## src/rtl/mem_read_data_decoder_if.sv

```systemverilog
// ---------------------------------------------------------------------------
// mem_read_data_decoder_if
// Groups the load-request, memory-return and response signals of the load
// data decoder into one bundle.
//
// Signals:
//   mRead     load request strobe (accepted when reqReady is also high)
//   Offs      byte offset of the access within the 32-bit word
//   dSize     access size: 00 word, 01 halfword, 10 byte, 11 reserved
//   signExt   1 sign-extends, 0 zero-extends sub-word loads
//   reqReady  decoder can accept a request
//   memData   raw word returned by memory
//   memValid  memData valid this cycle
//   dOut      decoded, extended load result
//   dValid    dOut valid
//   dReady    consumer accepts dOut
//   busErr    qualifies dValid: reserved size or timeout
//   misAlign  qualifies dValid: misaligned access
//
// Modports:
//   master  requester / memory / consumer side (drives requests and data)
//   slave   the decoder itself
// ---------------------------------------------------------------------------
interface mem_read_data_decoder_if;
    logic        mRead;
    logic [1:0]  Offs;
    logic [1:0]  dSize;
    logic        signExt;
    logic        reqReady;
    logic [31:0] memData;
    logic        memValid;
    logic [31:0] dOut;
    logic        dValid;
    logic        dReady;
    logic        busErr;
    logic        misAlign;

    modport master (
        output mRead, Offs, dSize, signExt, memData, memValid, dReady,
        input  reqReady, dOut, dValid, busErr, misAlign
    );

    modport slave (
        input  mRead, Offs, dSize, signExt, memData, memValid, dReady,
        output reqReady, dOut, dValid, busErr, misAlign
    );
endinterface

```

## src/rtl/mem_read_data_decoder.sv

```systemverilog
// ---------------------------------------------------------------------------
// mem_read_data_decoder
// Accepts a load request (offset, size, sign mode), waits for the memory
// word, extracts the addressed byte/halfword (big-endian lane order: offset
// 00 is bits [31:24]), extends it and holds the result until the consumer
// takes it. A reserved size or a memory timeout returns busErr with dOut=0.
//
// Parameters:
//   TIMEOUT  max WAIT cycles without memValid before bus error (1..255)
//
// Ports:
//   clk    single clock, rising edge
//   rst_n  synchronous, active-low reset
//   bus    mem_read_data_decoder_if.slave (request, memory and response)
//
// Optional feature:
//   MEM_RDEC_ALIGN_CHECK_EN  when defined, a halfword with Offs[0]=1 or a
//   word with Offs!=00 is answered one cycle after acceptance with
//   misAlign=1, busErr=0, dOut=0 and never waits for memory. When undefined
//   the unused offset bits are ignored and misAlign stays 0.
// ---------------------------------------------------------------------------
module mem_read_data_decoder #(
    parameter int TIMEOUT = 15
) (
    input  logic                    clk,
    input  logic                    rst_n,
    mem_read_data_decoder_if.slave  bus
);

    localparam int             CW       = $clog2(TIMEOUT + 1);
    localparam logic [CW-1:0]  CNT_LAST = CW'(TIMEOUT - 1);

    typedef enum logic [1:0] {IDLE, WAIT, RESP} state_t;

    state_t         state, state_n;
    logic [1:0]     offs_r, offs_n;
    logic [1:0]     size_r, size_n;
    logic           sext_r, sext_n;
    logic [CW-1:0]  cnt_r, cnt_n;
    logic [31:0]    dout_r, dout_n;
    logic           err_r, err_n;
    logic           mis_r, mis_n;
    logic           misaligned;

    // Lane select plus extension. Signed locals make the size cast
    // replicate the top bit; the unsigned concatenation zero-fills.
    function automatic logic [31:0] decode(input logic [31:0] word,
                                           input logic [1:0]  size,
                                           input logic [1:0]  offs,
                                           input logic        sext);
        logic signed [15:0] half_sel;
        logic signed [7:0]  byte_sel;
        logic [31:0]        res;
        half_sel = offs[1] ? word[15:0] : word[31:16];
        case (offs)
            2'b00:   byte_sel = word[31:24];
            2'b01:   byte_sel = word[23:16];
            2'b10:   byte_sel = word[15:8];
            default: byte_sel = word[7:0];
        endcase
        case (size)
            2'b00:   res = word;
            2'b01:   res = sext ? 32'(half_sel) : {16'h0000, half_sel};
            2'b10:   res = sext ? 32'(byte_sel) : {24'h000000, byte_sel};
            default: res = '0;
        endcase
        return res;
    endfunction

`ifdef MEM_RDEC_ALIGN_CHECK_EN
    assign misaligned = ((bus.dSize == 2'b01) && bus.Offs[0]) ||
                        ((bus.dSize == 2'b00) && (bus.Offs != 2'b00));
`else
    assign misaligned = 1'b0;
`endif

    // reqReady is gated by rst_n so nothing looks acceptable during reset.
    assign bus.reqReady = (state == IDLE) && rst_n;
    assign bus.dValid   = (state == RESP);
    assign bus.dOut     = dout_r;
    assign bus.busErr   = err_r;
    assign bus.misAlign = mis_r;

    always_ff @(posedge clk) begin
        if (!rst_n) begin
            state  <= IDLE;
            offs_r <= '0;
            size_r <= '0;
            sext_r <= 1'b0;
            cnt_r  <= '0;
            dout_r <= '0;
            err_r  <= 1'b0;
            mis_r  <= 1'b0;
        end else begin
            state  <= state_n;
            offs_r <= offs_n;
            size_r <= size_n;
            sext_r <= sext_n;
            cnt_r  <= cnt_n;
            dout_r <= dout_n;
            err_r  <= err_n;
            mis_r  <= mis_n;
        end
    end

    always_comb begin
        state_n = state;
        offs_n  = offs_r;
        size_n  = size_r;
        sext_n  = sext_r;
        cnt_n   = cnt_r;
        dout_n  = dout_r;
        err_n   = err_r;
        mis_n   = mis_r;
        case (state)
            IDLE: begin
                if (bus.mRead) begin
                    offs_n = bus.Offs;
                    size_n = bus.dSize;
                    sext_n = bus.signExt;
                    cnt_n  = '0;
                    dout_n = '0;
                    err_n  = 1'b0;
                    mis_n  = 1'b0;
                    if (bus.dSize == 2'b11) begin
                        err_n   = 1'b1;
                        state_n = RESP;
                    end else if (misaligned) begin
                        mis_n   = 1'b1;
                        state_n = RESP;
                    end else begin
                        state_n = WAIT;
                    end
                end
            end
            WAIT: begin
                // Data arriving on the last allowed cycle beats the timeout.
                if (bus.memValid) begin
                    dout_n  = decode(bus.memData, size_r, offs_r, sext_r);
                    err_n   = 1'b0;
                    state_n = RESP;
                end else if (cnt_r == CNT_LAST) begin
                    cnt_n   = CW'(TIMEOUT);
                    dout_n  = '0;
                    err_n   = 1'b1;
                    state_n = RESP;
                end else begin
                    cnt_n = cnt_r + 1'b1;
                end
            end
            RESP: begin
                if (bus.dReady) begin
                    dout_n  = '0;
                    err_n   = 1'b0;
                    mis_n   = 1'b0;
                    state_n = IDLE;
                end
            end
            default: state_n = IDLE;
        endcase
    end

endmodule

```

## src/flat_wrapper.sv

```systemverilog
// flat-port wrapper written by rule: the top's interface ports become plain ports
module mem_read_data_decoder_flat 
#(
    parameter int TIMEOUT = 15
)
  (clk, rst_n, bus_mRead, bus_Offs, bus_dSize, bus_signExt, bus_memData, bus_memValid, bus_dReady, bus_reqReady, bus_dOut, bus_dValid, bus_busErr, bus_misAlign);
  mem_read_data_decoder_if bus_i ();
  input  logic clk;
  input  logic rst_n;
  input wire logic [$bits(bus_i.mRead)-1:0] bus_mRead;
  input wire logic [$bits(bus_i.Offs)-1:0] bus_Offs;
  input wire logic [$bits(bus_i.dSize)-1:0] bus_dSize;
  input wire logic [$bits(bus_i.signExt)-1:0] bus_signExt;
  input wire logic [$bits(bus_i.memData)-1:0] bus_memData;
  input wire logic [$bits(bus_i.memValid)-1:0] bus_memValid;
  input wire logic [$bits(bus_i.dReady)-1:0] bus_dReady;
  output wire logic [$bits(bus_i.reqReady)-1:0] bus_reqReady;
  output wire logic [$bits(bus_i.dOut)-1:0] bus_dOut;
  output wire logic [$bits(bus_i.dValid)-1:0] bus_dValid;
  output wire logic [$bits(bus_i.busErr)-1:0] bus_busErr;
  output wire logic [$bits(bus_i.misAlign)-1:0] bus_misAlign;
  assign bus_i.mRead = bus_mRead;
  assign bus_i.Offs = bus_Offs;
  assign bus_i.dSize = bus_dSize;
  assign bus_i.signExt = bus_signExt;
  assign bus_i.memData = bus_memData;
  assign bus_i.memValid = bus_memValid;
  assign bus_i.dReady = bus_dReady;
  assign bus_reqReady = bus_i.reqReady;
  assign bus_dOut = bus_i.dOut;
  assign bus_dValid = bus_i.dValid;
  assign bus_busErr = bus_i.busErr;
  assign bus_misAlign = bus_i.misAlign;
  mem_read_data_decoder #(.TIMEOUT(TIMEOUT)) u_core (.clk(clk), .rst_n(rst_n), .bus(bus_i));
endmodule
```

## config.mk

```make
export PLATFORM = sky130hd
export DESIGN_NAME = mem_read_data_decoder_flat
export DESIGN_NICKNAME = d
export VERILOG_FILES = /design/src/rtl/mem_read_data_decoder_if.sv /design/src/rtl/mem_read_data_decoder.sv /design/src/flat_wrapper.sv
export SDC_FILE = /design/constraint.sdc
export NUM_CORES = 1
export LEC_CHECK = 0
export ABC_AREA = 0
export CAP_MARGIN = 10
export CORE_UTILIZATION = 47
export DETAILED_ROUTE_END_ITERATION = 6
export PLACE_DENSITY_LB_ADDON = 0.08
export SYNTH_ARGS = -nofsm -noshare
export SYNTH_HDL_FRONTEND = slang
export SYNTH_SLANG_ARGS = --single-unit
```

## constraint.sdc

```tcl
create_clock -name clk -period 2.1 [get_ports clk]
set_input_delay 0.63 -clock clk [delete_from_list [all_inputs] [get_ports clk]]
set_output_delay 0.63 -clock clk [all_outputs]
set_load 0.01 [all_outputs]
```

==> results.txt <==
Power per Cell Area -> 603 nW/um^2
Least-Margin Pin Slew -> 540 ps
Initial antenna violation count -> 0
Fill count -> 395
Buffers on Ports -> 76
Arr. time, crit path -> 1460 ps
DRC -> 0
Critical R2R Capture -> u_core.bus.dOut[7]
Area occupied by multi-input gates -> 1550 sq um
Highest fanout seen on the critical path -> 2
Syn nets -> 317
Crit. End Element -> primary output
Setup ws final -> 13.6 ps
Main area contributors after synthesis -> dfxtp_1 (34%), o2bb2ai_1 (7.5%), mux2i_1 (7.4%)
DIE WIDTH -> 75.9 um
Fin area -> 3640 sq um
Synthesis warning total -> 0
Synth Cell Area -> 2560 sq um
Ys async rst share -> 0
Routability cong. -> 0.831
Synth top area share -> 0.343
Clk buf depth -> 2
Crit path capture -> bus_reqReady
DRT antenna net count -> 0
Cell Rows -> 26
Number of setup violations in the final report -> 0
Area of the core -> 5170 sq um
Initial DRC count -> 145
Largest net degree at the start of global routing -> 23
First-pass GRT wire length -> 10.8 mm
Post-synth top cells -> dfxtp_1 (44), o2bb2ai_1 (22), mux2i_1 (19), nor2b_1 (16), nand2_1 (14)
Setup tns final -> 0 ps
Fin. Hold Viols -> 0
Vias -> 2441
Max-slew headroom -> 0.640
Kind of critical path -> in -> out
Num CTS Buffers -> 5
DPL Wire Length -> 5.12 mm
R2R Setup Slk -> 170 ps
IO Count -> 78
Starting Density -> 0.496
Layout area overhead -> 42.0%
Reg-to-Reg Start -> u_core.state[1]
Post-Route Skew -> 9.96 ps
Unique masters post-synth -> 46
NumNets Final -> 400
CTS Sinks -> 44
Routed len/inst -> 16.6 um
Peak supply drop -> 0.454 mV
Most common cell in the netlist -> dfxtp_1
Syn avg cell area -> 9.54 sq um
Number of enable flip-flop cells after synthesis -> 0
Register area share after synthesis -> 0.343
Worst hold slack -> 467 ps
Number of global-route vias before repair -> 2224
Initial DRT Pass Iterations -> 4
Register Area -> 882 sq um
Period minus WS final -> 2090 ps
Non-Filler Instances -> 423
Die height -> 75.9 um
Critical Path Start -> rst_n
Root Driver -> clkbuf_8
Total of max-cap violations -> 0
Worst Reg-to-Reg Cells -> 7
CTS tree -> built
Placed Area -> 3520 sq um
Maximum clock rate -> 479 MHz
Die footprint -> 5760 sq um
CTS clk-pin slew, worst paths -> 70 ps
GRT Overall Usage -> 0.250
Top_reg_cell synth -> dfxtp_1
Leak -> 1.34 nW
Final period util -> 0.994
Worst-skew pair later-pin latency -> 300 ps
Post-Synthesis Cells -> 269
Class of the worst hold path -> reg -> reg
Worst Path Required -> 1470 ps
Place WS -> -290 ps
Fin. max-slew vios -> 0
Post-Route WL -> 7.01 mm
Share of cells above drive strength 1 -> 0.164
Flops & latches, synth -> 44
H-tree levels -> 2
Antenna cell count -> 0
Cell count after placement -> 414
CP startpoint kind -> input pin
Status -> finished, final reports clean
Dominant cell type by area after synthesis -> dfxtp_1
Via-to-Cell Ratio -> 5.77
RSZ-0062 raised after global routing -> false
GR Overflow Total -> 0
==> sequential cells by signal, summed over array words and instances, names as in the netlist <==
name and cells:
u_core.bus.dOut 32, u_core.sext_r 1, u_core.size_r 2, u_core.bus.busErr 1
u_core.state 2, u_core.cnt_r 4, u_core.offs_r 2
==> what timing repair did <==
item                                    in CTS  in global routing
hold buffers                                 0                  0
gates resized for setup                      2                  6
cloned                                       0                  0
buffers inserted                             0                  0
endpoints found under the setup margin       1                  5
==> layout make-up <==
| type | instances | share of cell area |
|---|---|---|
| multi-input combinational | 192 | 0.426 |
| tap | 70 | 0.0240 |
| clock buffer | 8 | 0.0247 |
| inverter | 8 | 0.00824 |
| sequential | 44 | 0.242 |
| timing repair buffer | 101 | 0.275 |
==> placed cells by master, fill, tap and decap left out, types with 2 or more instances in the layout <==
cell and count:
a21oi_1 3, o2bb2ai_1 22, buf_12 4, and3_1 2, o21ai_0 12, o221a_2 7, clkbuf_8 6, a211oi_1 3
a22o_1 8, o22ai_1 3, a32o_1 2, nor3b_1 2, nor3_1 2, ha_1 6, nor2_1 5, inv_1 8
a21boi_0 7, nor2b_1 15, o211ai_1 2, dfxtp_1 43, a211oi_2 14, a22oi_1 8, nand2b_1 5, a32oi_1 8
clkdlybuf4s50_1 74, nand2_1 14, clkbuf_1 2, mux2i_1 19, buf_4 21, nand3_1 7
==> metrics by stage <==
stage / power, W / util
detailed placement: 0.00164 / 0.681
finish: 0.00220 / 0.704
floorplan: 0.00135 / -
global placement: 0.00164 / 0.681
global route: 0.00231 / 0.704
CTS: 0.00219 / 0.698
==> kinds of logic after synthesis <==
family,share of synthesized area
buffers and inverters,0.0605
AOI/OAI and AO/OA,0.360
muxes,0.0829
other,0.00146
DFF,0.343
and+or+nand+nor,0.122
adders and majority gates,0.0293
==> how the worst min path moves through the flow <==
stage	endpoint	from	cells after the start
finish	u_core.bus.dOut[21]	u_core.bus.dOut[21]	1
detailed placement	u_core.bus.dOut[5]	u_core.bus.dOut[5]	1
CTS	u_core.bus.dOut[21]	u_core.bus.dOut[21]	1
floorplan	u_core.sext_r	u_core.sext_r	2
global placement	u_core.bus.dOut[5]	u_core.bus.dOut[5]	1
global route	u_core.bus.dOut[3]	u_core.bus.dOut[3]	1
==> worst max-delay path, stage by stage <==
cell             delay [ps]
clkdlybuf4s50_1         480
and2_1                  120
clkdlybuf4s15_1         230
==> power breakdown <==
group,leakage (nW),switching [W],total [W],internal [W]
Sequential,0.356,0.0000401,0.000910,0.000870
Combinational,0.938,0.000356,0.000736,0.000379
Clock,0.0455,0.000283,0.000552,0.000269
==> routing by layer <==
layer | up-vias | share of wire | GRT usage
met2 | 93 | 0.44 | 0.380
li1 | 1205 | - | -
met5 | - | 0 | 0
met4 | 0 | 0.015 | 0.0761
met3 | 10 | 0.066 | 0.0516
met1 | 1133 | 0.48 | 0.353
(Power assumes the default switching activity.)
